<file path="src/rtl/seg_bcd_seq.sv">
// Sequential binary-to-BCD converter (shift-and-add-3) feeding the hex scanner.
// One iteration per clock; result and overflow flag are held between conversions.
module seg_bcd_seq #(
  parameter int WIDTH  = 24,
  parameter int DIGITS = 6
) (
  input  logic                  iCLK,
  input  logic                  iRST,
  input  logic [WIDTH-1:0]      iNum,
  input  logic                  iStart,
  output logic [4*DIGITS-1:0]   oBcd,
  output logic                  oValid,
  output logic                  oBusy,
  output logic                  oOvf
);

  localparam int BW = 4 * DIGITS;
  localparam int CW = $clog2(WIDTH);
  localparam logic [63:0] MaxVal = 64'(10 ** DIGITS) - 64'd1;

  typedef enum logic {IDLE, SHIFT} stateT;

  stateT            state, stateNext;
  logic [WIDTH-1:0] binReg;
  logic [BW-1:0]    bcdReg, bcdAdj, bcdNext;
  logic [CW-1:0]    cnt;
  logic             pendOvf;
  logic             load, step, last;

  // NOTE: every signal driven here gets a default first so no latch is inferred.
  always_comb begin
    stateNext = state;
    load      = 1'b0;
    step      = 1'b0;
    last      = 1'b0;
    case (state)
      IDLE: begin
        if (iStart) begin
          load      = 1'b1;
          stateNext = SHIFT;
        end
      end
      SHIFT: begin
        step = 1'b1;
        if (cnt == CW'(WIDTH - 1)) begin
          last      = 1'b1;
          stateNext = IDLE;
        end
      end
      default: stateNext = IDLE;
    endcase
  end

  // NOTE: sequential state uses non-blocking assignments so all flops update together.
  always_ff @(posedge iCLK) begin
    if (iRST) state <= IDLE;
    else      state <= stateNext;
  end

  // Digits >= 5 get +3 before the shift so that doubling carries correctly into the next digit.
  always_comb begin
    bcdAdj = bcdReg;
    for (int d = 0; d < DIGITS; d++) begin
      if (bcdReg[4*d +: 4] >= 4'd5) bcdAdj[4*d +: 4] = bcdReg[4*d +: 4] + 4'd3;
    end
  end

  // The carry out of the top digit drops off here, giving the result modulo 10^DIGITS.
  assign bcdNext = {bcdAdj[BW-2:0], binReg[WIDTH-1]};

  always_ff @(posedge iCLK) begin
    if (iRST) begin
      binReg  <= '0;
      bcdReg  <= '0;
      cnt     <= '0;
      pendOvf <= 1'b0;
      oBcd    <= '0;
      oOvf    <= 1'b0;
      oValid  <= 1'b0;
    end else begin
      oValid <= 1'b0;
      if (load) begin
        binReg  <= iNum;
        bcdReg  <= '0;
        cnt     <= '0;
        pendOvf <= 64'(iNum) > MaxVal;
      end else if (step) begin
        binReg <= binReg << 1;
        bcdReg <= bcdNext;
        cnt    <= cnt + CW'(1);
        if (last) begin
          oBcd   <= bcdNext;
          oOvf   <= pendOvf;
          oValid <= 1'b1;
        end
      end
    end
  end

  assign oBusy = (state == SHIFT);

endmodule

</file>
<file path="config.mk">
export PLATFORM = sky130hd
export DESIGN_NAME = seg_bcd_seq
export DESIGN_NICKNAME = d
export VERILOG_FILES = /design/src/rtl/seg_bcd_seq.sv
export SDC_FILE = /design/constraint.sdc
export NUM_CORES = 1
export LEC_CHECK = 0
export CELL_PAD_IN_SITES_DETAIL_PLACEMENT = 1
export CELL_PAD_IN_SITES_GLOBAL_PLACEMENT = 1
export CORE_UTILIZATION = 38
export CTS_CLUSTER_SIZE = 28
export DETAILED_ROUTE_END_ITERATION = 10
export GPL_TIMING_DRIVEN = 0
export PLACE_DENSITY = 0.75
export SYNTH_ARGS = -nofsm -noshare
export SYNTH_HDL_FRONTEND = slang
export SYNTH_SLANG_ARGS = --single-unit
</file>
<file path="constraint.sdc">
create_clock -name iCLK -period 2.1 [get_ports iCLK]
set_clock_uncertainty 0.15 [all_clocks]
set_input_delay 0.21 -clock iCLK [delete_from_list [all_inputs] [get_ports iCLK]]
set_output_delay 0.21 -clock iCLK [all_outputs]
set_load 0.05 [all_outputs]
</file>
==> results of run 1 <==
worst paths after layout:
path         slack [ns]                    start                      end
max                0.18     oBcd[8]$_SDFFE_PP0P_                  oBcd[8]
min                0.13                     iRST    oBcd[18]$_SDFFE_PP0P_
max reg2reg        0.23      cnt[0]$_SDFFE_PP0P_    oBcd[13]$_SDFFE_PP0P_
min reg2reg        0.34  bcdReg[23]$_SDFFE_PP0P_  bcdReg[23]$_SDFFE_PP0P_
per-stage QoR:
step	setup WS, ns	power (µW)	util	instances	area, µm²
floorplan	0.212	1850	-	426	3710
global placement	0.174	1970	0.468	606	4380
detailed placement	0.167	1980	0.468	606	4380
CTS	0.169	3150	0.489	622	4580
global route	0.0748	3270	0.489	622	4580
finish	0.183	3120	0.489	622	4580
where the power goes:
| group | leakage [µW] | total (µW) | switching, µW | internal, µW |
|---|---|---|---|---|
| registers | 0.000657 | 1600 | 27.7 | 1580 |
| clock network | 0.000101 | 1180 | 591 | 586 |
| logic | 0.000887 | 342 | 193 | 149 |
cell type report:
cell class / count / share of cell area
plain buffers: 28 / 0.0314
repair buffers: 51 / 0.111
inverters: 13 / 0.0106
flip-flops and latches: 81 / 0.354
well taps: 129 / 0.0352
clock buffers: 12 / 0.0317
clock inverters: 4 / 0.0115
multi-input cells: 304 / 0.414
cell usage after synthesis (7+ instances only):
master	count
nand2_1	19
ha_1	13
a21oi_1	40
nor2_1	79
buf_2	7
o22ai_1	24
o21ai_0	11
dfxtp_1	81
mux2i_1	28
inv_1	13
nand2b_1	32
clkbuf_1	14
xnor2_1	7
placed cells by master, fill, tap and decap left out:
cell type         n
nor2b_1           1
buf_6             2
nor4_1            1
o311a_1           1
nand4_1           3
mux2i_1          28
bufinv_16         1
nor3b_1           5
or2_1             1
xnor2_1           7
o22ai_1          24
dfxtp_1          81
nor2_1           79
nand3_1           6
a311oi_1          6
clkinv_4          2
mux2_2            6
a21oi_1          40
buf_2             7
nand2b_1         32
inv_1            13
o31a_1            1
o21ai_0          11
clkinv_2          1
xor2_1            3
clkbuf_1         16
or4_1             1
a211oi_1          5
a211oi_2          5
buf_1             1
clkbuf_8         10
nand2_1          19
nor3b_2           1
nor3_1            4
clkdlybuf4s50_1  51
ha_1             13
buf_4             4
nand3_2           1
kinds of logic (layout without fill, tap and decap cells):
kind of cell,Yosys count,in the layout,share of synthesized area
AO/OA/AOI/OAI,93,93,0.155
XOR/XNOR,10,10,0.0236
flip-flops,81,81,0.437
multiplexers,34,34,0.0937
AND/OR/NAND/NOR,154,154,0.195
adder cells (fa/ha/maj),13,13,0.0438
buffers and inverters,41,108,0.0519
sequential cells by signal, indices dropped and copies added, names as in the netlist:
name,cells
bcdReg,24
binReg,24
cnt,5
oBcd,24
oBusy,1
oOvf,1
oValid,1
pendOvf,1
metal layers:
metal | track usage | vias to the layer above | share of wire
met1 | 0.263 | 1553 | 0.47
met3 | 0.0354 | 16 | 0.027
met5 | 0 | - | 0
met4 | 0.104 | 0 | 0.023
li1 | - | 1593 | -
met2 | 0.361 | 53 | 0.48
==> results by group, run 1 <==
Status
  • Run status: finished clean

Place
  • Post-DP HPWL: 7.25 mm
  • RePlAce Congestion: about 0.77
  • I/O Buffers: between 50 and 60

Cells and area
  • Register area: ~0.0016 mm²
  • Layout cells sized above 1: 0.0811
  • Area of the multi-input gates: 0.00190 mm²
  • # diodes: 0
  • Fin nets: 528
  • Layout Area Growth over Synthesis: 23.4%
  • Fill cells: between 1000 and 1500

Detailed routing
  • Detailed router's first-iteration violation count: 83
  • Routed vias/inst: 5.17
  • DRC violations left: 0
  • DR vias: around 3200
  • Avg WL per Cell: around 16 µm
  • TritonRoute pass-1 iters: 4
  • Routed Antenna Nets: 0
  • Total Routed Length: between 10 and 15 mm

GRT
  • Largest net degree at the start of global routing: 14
  • Antenna violations before repair: 0
  • Vias in the first global route: around 3300
  • GR Overflow Total: 0
  • Overall routing resource usage: 0.213
  • Global-route wire length before repair: around 16 mm

CTS
  • Total CTS buffers: 9
  • Max clock buf depth: 2
  • Clock root cell: clkbuf_8
  • CTS clk-pin slew, worst paths: about 0.09 ns
  • Post-CTS Setup Repair Bufs: 0
  • CTS Sinks: 81
  • Hold Buf Count CTS: 0
  • CTS tree: done
  • Clock latency on the worst-skew pair: 0.37 ns
  • H-tree levels: 3
  • Post-cts resize count: 0

STA
  • Final worst path period share: 0.913
  • RSZ-0062 raised after global routing: no
  • Hold Slack: between 0.1 and 0.15 ns
  • Setup TNS Final: 0 ns
  • Fmax achieved: around 520 MHz
  • # setup viols final: 0
  • Worst-Margin Slew: 0.735 ns
  • Fin. Hold Viols: 0
  • Tmin final: between 1.5 and 2 ns
  • Worst relative slew slack: 0.510
  • Slew Limit Fails: 0

Synthesis
  • Area leader, netlist: dfxtp_1
  • Sequential area share after synthesis: 0.437
  • Mapped Cells: between 400 and 500
  • Flops & latches, synth: a little over 80
  • Synth area leaders: dfxtp_1 44%, nor2_1 8.0%, mux2i_1 7.5%, a21oi_1 5.4%, nand2b_1 5.4%
  • Synth warnings: 0
  • Top-area cell type share of the netlist area: 0.437
  • Post-synth cell types: 33
  • Synthesized Nets: roughly 470
  • Ys async rst share: 0
  • Synth Flop Type: dfxtp_1
  • Synthesized cell area: 0.00371 mm²
  • Post-synth EDFFs: 0
  • Syn_area_per_cell: between 8 and 9 µm²

Die
  • Initial Util: 0.396
  • Row cnt: 35
  • Number of I/O pins: 54
  • CORE AREA: approximately 0.0094 mm²
  • Die Y: 101 µm
  • Die width: roughly 100 µm
  • Die area: slightly above 0.01 mm²

Setup path
  • Crit path cell chain: clkdlybuf4s50_1
  • WP buf/inv: 1
  • CP delay by family, top: buffers and inverters
  • Cell count of the worst reg-to-reg path: 6
  • Critical path class: reg2out
  • Worst path depth: 1
  • CP required: ~1.7 ns
  • CP Capture Type: output port
  • Startpoint Class: register
  • CP Max Fanout: 2
  • Crit path arrival time: around 1.6 ns
  • Crit-path max cell delay: 0.82 ns
  • Crit-path slowest cell: clkdlybuf4s50_1

Power and ir drop
  • Power Dens Cells: between 600 and 700 mW/mm²
  • Peak supply drop: approximately 0.28 mV
  • Pleak: between 0.0015 and 0.002 µW

Min path
  • Min-Delay Path Class: in2reg
  • Worst Hold Path Cells: 3

Flow run
  • Max-cap violation count: 0
Power figures use the tool's default switching activity.
==> run 2: changes to the inputs <==
CORE_ASPECT_RATIO = 1.4   (was default)
SLEW_MARGIN = 10   (was default)
==> results by group, run 2 (synthesized netlist as in run 1, its figures left out) <==
Status
  • Run status: finished clean

GRT
  • Antenna violations before repair: 0
  • GR Overflow Total: 0
  • Largest net degree at the start of global routing: 13
  • Overall routing resource usage: 0.212
  • Global-route wire length before repair: roughly 17 mm
  • Vias in the first global route: around 3400

STA
  • Fmax achieved: approximately 510 MHz
  • Final worst path period share: 0.926
  • Slew Limit Fails: 0
  • # setup viols final: 0
  • Fin. Hold Viols: 0
  • RSZ-0062 raised after global routing: no
  • Worst relative slew slack: 0.486
  • Tmin final: 1.94 ns
  • Setup TNS Final: 0 ns
  • Worst-Margin Slew: a little under 0.8 ns

Detailed routing
  • Routed Antenna Nets: 0
  • DR vias: 3244
  • Detailed router's first-iteration violation count: 94
  • Routed vias/inst: around 5.4
  • Avg WL per Cell: ~17 µm
  • TritonRoute pass-1 iters: 4
  • Total Routed Length: 10.1 mm
  • DRC violations left: 0

Setup path
  • Cell with the most instances on the worst path: clkbuf_1
  • CP Capture Type: register
  • Crit path cell chain: buf_4 > clkbuf_1 > clkbuf_1 > a21oi_1 > nor2_1
  • Crit-path slowest cell: clkbuf_1
  • CP Max Fanout: 10
  • Startpoint Class: register
  • CP required: approximately 2.2 ns
  • Crit-path max cell delay: roughly 0.54 ns
  • Critical path class: reg2reg
  • Crit path arrival time: 2.07 ns

Power and ir drop
  • P_sw: ~830 µW
  • Peak supply drop: between 0.4 and 0.5 mV
  • Sw Share: 0.226
  • Pleak: roughly 0.0017 µW
  • P_int: 2860 µW
  • Sequential power share: 0.434
  • Power Dens Cells: between 700 and 800 mW/mm²
  • Combinational fraction of design power: 0.093
  • Clock share of power: 0.473

CTS
  • Hold Buf Count CTS: 0
  • Total CTS buffers: 9
  • CTS Sinks: 81
  • CTS tree: done
  • Max clock buf depth: 2
  • H-tree levels: 3
  • Clock latency on the worst-skew pair: approximately 0.34 ns
  • Clock root cell: clkbuf_16
  • CTS clk-pin slew, worst paths: approximately 0.06 ns
  • Post-CTS Setup Repair Bufs: 0
  • Post-cts resize count: 0

Die
  • Die Y: roughly 120 µm
  • Die width: 85.5 µm
  • CORE AREA: about 0.0095 mm²
  • Number of I/O pins: 54
  • Initial Util: 0.392
  • Row cnt: between 40 and 50
  • Die area: 0.0102 mm²

Cells and area
  • Commonest cells after routing, fill and taps aside: 81 x dfxtp_1, 79 x nor2_1, 51 x clkdlybuf4s50_1
  • Layout cells sized above 1: 0.0813
  • Layout Area Growth over Synthesis: 26.4%
  • Design Area, Final: 0.00469 mm²
  • Fill cells: 1147
  • # diodes: 0
  • Commonest non-fill, non-tap cell in the layout: dfxtp_1
  • Largest registers: bcdReg: 24 flops, binReg: 24 flops, oBcd: 24 flops
  • Fin nets: between 500 and 600

Place
  • RePlAce Congestion: slightly below 0.8
  • Post-DP HPWL: 7.26 mm
  • I/O Buffers: 51
  • Post-DP Area: 0.00436 mm²

Flow run
  • Max-cap violation count: 0

Min path
  • Min-Delay Path Class: in2reg
==> run 2: cell count changes in the layout (fill, tap and decap cells not counted), sizes merged <==
cell	change
clkinv	-3
bufinv	+1
clkbuf	+1
==> run 2: final cells by class <==
class	count	area [µm²]	share of cell area
multi-input combinational	304	1900	0.405
sequential	81	1620	0.346
timing repair buffer	51	510	0.109
clock buffer	13	270	0.0576
buffer	28	144	0.0307
tap	110	138	0.0293
clock inverter	2	60.1	0.0128
inverter	13	48.8	0.0104
==> run 2: final timing paths <==
kind	from	endpoint	slack, ns	cells after the start
setup / recovery	oBusy$_SDFF_PP0_	binReg[6]$_SDFFE_PP0P_	0.16	5
hold / removal	iRST	oBcd[18]$_SDFFE_PP0P_	0.13	3
setup reg to reg	oBusy$_SDFF_PP0_	binReg[6]$_SDFFE_PP0P_	0.16	5
hold reg to reg	bcdReg[23]$_SDFFE_PP0P_	bcdReg[23]$_SDFFE_PP0P_	0.34	2
==> run 2: stage by stage <==
step | util | worst slack, ns | total power [µW] | instances | hold WS (ns)
CTS | 0.496 | 0.110 | 3720 | 602 | 0.136
global route | 0.496 | 0.0237 | 3830 | 602 | 0.181
detailed placement | 0.461 | 0.163 | 1980 | 587 | 0.325
floorplan | - | 0.212 | 1850 | 426 | 0.255
global placement | 0.461 | 0.161 | 1970 | 587 | 0.312
finish | 0.496 | 0.155 | 3690 | 602 | 0.133
==> run 2: routing by layer <==
| layer | global-route usage | share of wire | vias to the layer above |
|---|---|---|---|
| li1 | - | - | 1584 |
| met2 | 0.396 | 0.54 | 61 |
| met1 | 0.228 | 0.41 | 1581 |
| met3 | 0.0388 | 0.032 | 18 |
| met5 | 0 | 0 | - |
| met4 | 0.0938 | 0.019 | 0 |
==> run 2: worst max-delay path: cells and delay by family (launching register included) <==
family	cells	cell delay, ns
buf+inv	3	1.12
flops	1	0.33
compound gates	1	0.16
simple gates	1	0.12
==> run 2: power by group through the flow <==
stage / clock network, µW / logic [µW] / registers [µW]
floorplan: 0 / 214 / 1630
global placement: 0 / 331 / 1640
detailed placement: 0 / 344 / 1640
CTS: 1770 / 348 / 1600
global route: 1840 / 380 / 1610
finish: 1750 / 343 / 1600
==> run 3: changes to the inputs <==
CORE_UTILIZATION = 41   (was 38)
PLACE_DENSITY = 0.8   (was 0.75)
RECOVER_POWER = 100   (was default)
==> results by group, run 3 (synthesized netlist as in run 1, its figures left out) <==
CTS
  • Max clock buf depth: 2
  • Clock latency on the worst-skew pair: around 0.34 ns
  • CTS tree: done
  • Clock root cell: clkbuf_16
  • Post-cts resize count: 0
  • H-tree levels: 3
  • CTS Sinks: 81
  • Total CTS buffers: 9
  • Hold Buf Count CTS: 0
  • Post-CTS Setup Repair Bufs: 0
  • CTS clk-pin slew, worst paths: approximately 0.060 ns

Detailed routing
  • Routed Antenna Nets: 0
  • Total Routed Length: ~10 mm
  • Avg WL per Cell: between 15 and 20 µm
  • DRC violations left: 0
  • DR vias: between 3000 and 4000
  • Detailed router's first-iteration violation count: about 120
  • TritonRoute pass-1 iters: 4
  • Routed vias/inst: 5.48

Place
  • RePlAce Congestion: approximately 0.77
  • I/O Buffers: 51
  • Post-DP HPWL: 7.27 mm
  • Placed insts: a little under 600
  • Post-DP Area: ~0.0044 mm²

Die
  • CORE AREA: around 0.0087 mm²
  • Number of I/O pins: 54
  • Initial Util: 0.426
  • Die area: between 0.009 and 0.01 mm²
  • Die Y: 115 µm
  • Die width: between 80 and 90 µm
  • Row cnt: 40

Power and ir drop
  • P_sw: between 800 and 900 µW
  • Pleak: around 0.0018 µW
  • P_int: 2680 µW
  • Clock share of power: 0.447
  • Peak supply drop: 0.542 mV
  • Power Dens Cells: ~760 mW/mm²
  • Sequential power share: 0.456
  • Sw Share: 0.240
  • Combinational fraction of design power: 0.097

Cells and area
  • Largest registers: bcdReg: 24 flops, binReg: 24 flops, oBcd: 24 flops
  • Layout Area Growth over Synthesis: 24.6%
  • Commonest cells after routing, fill and taps aside: 81 x dfxtp_1, 79 x nor2_1, 40 x a21oi_1
  • # diodes: 0
  • Commonest non-fill, non-tap cell in the layout: dfxtp_1
  • Non-Filler Instances: between 500 and 600
  • Design Area, Final: 0.00462 mm²
  • Fin nets: between 500 and 600
  • Layout cells sized above 1: 0.0588

Setup path
  • CP Capture Type: register
  • Startpoint Class: register
  • Critical path class: reg2reg
  • Crit path arrival time: slightly above 2 ns
  • CP required: between 2 and 2.5 ns
  • CP Max Fanout: 10

STA
  • Worst relative slew slack: 0.494
  • Fmax achieved: 513 MHz
  • Slew Limit Fails: 0
  • Fin. Hold Viols: 0
  • # setup viols final: 0
  • Setup TNS Final: 0 ns
  • Tmin final: between 1.5 and 2 ns
  • RSZ-0062 raised after global routing: no
  • Final worst path period share: 0.929
  • Worst-Margin Slew: 0.759 ns

GRT
  • Global-route wire length before repair: about 17 mm
  • Antenna violations before repair: 0
  • Vias in the first global route: between 3000 and 4000
  • Overall routing resource usage: 0.241
  • GR Overflow Total: 0
  • Largest net degree at the start of global routing: 13

Min path
  • Min-Delay Path Class: in2reg

Status
  • Run status: finished clean

Flow run
  • Max-cap violation count: 0
-- run 3: cell count changes in the layout (fill, tap and decap cells not counted), moves of 2 or more --
cell	before	now
clkdlybuf4s50_1	51	23
dlygate4sd3_1	0	28
mux2_1	0	5
mux2_2	6	1
clkbuf_1	15	19
buf_2	7	4
a211oi_1	5	7
a211oi_2	5	3
clkbuf_2	0	2
clkbuf_8	3	1
clkinv_2	0	2
-- run 3: cell type report --
cell class | count | area [µm²]
Buffer | 28 | 139
Clock buffer | 13 | 250
Clock inverter | 3 | 40.0
Fill cell | 1064 | 4080
Inverter | 13 | 48.8
Multi-Input combinational cell | 304 | 1880
Sequential cell | 81 | 1620
Tap cell | 105 | 131
Timing Repair Buffer | 51 | 510
-- run 3: routing by layer --
metal / vias up / part of all wire / GRT usage
li1: 1593 / - / -
met3: 15 / 0.034 / 0.0502
met1: 1605 / 0.42 / 0.266
met4: 0 / 0.021 / 0.115
met2: 67 / 0.53 / 0.426
met5: - / 0 / 0
-- run 3: metrics by stage --
step           power (µW)  setup WS, ns  hold slack, ns   util
6_report             3520         0.149           0.138  0.531
5_1_grt              3640        0.0105           0.155  0.531
4_1_cts              3540         0.157           0.134  0.533
3_5_place_dp         1980         0.156           0.327  0.500
3_3_place_gp         1970         0.164           0.313  0.500
2_1_floorplan        1850         0.212           0.255      -
-- run 3: power by group through the flow --
stage	Clock (µW)	Sequential (µW)	Combinational, µW
final	1570	1600	342
after detailed placement	0	1640	345
after floorplan	0	1630	214
after global placement	0	1640	330
after global routing	1650	1610	381
after CTS	1590	1600	349
-- run 3: final timing paths --
check | slack [ns] | to | depth (start not counted) | startpoint
setup / recovery | 0.15 | oOvf$_SDFFE_PP0P_ | 7 | cnt[0]$_SDFFE_PP0P_
hold / removal | 0.14 | oBcd[18]$_SDFFE_PP0P_ | 3 | iRST
setup reg to reg | 0.15 | oOvf$_SDFFE_PP0P_ | 7 | cnt[0]$_SDFFE_PP0P_
hold reg to reg | 0.33 | bcdReg[23]$_SDFFE_PP0P_ | 2 | bcdReg[23]$_SDFFE_PP0P_
-- run 3: critical path: stages, from the launching register on --
cell	delay, ns
dfxtp_1	0.37
ha_1	0.21
nand3_1	0.11
nor3b_2	0.20
clkbuf_2	0.31
buf_6	0.21
mux2i_1	0.21
nor2_1	0.06
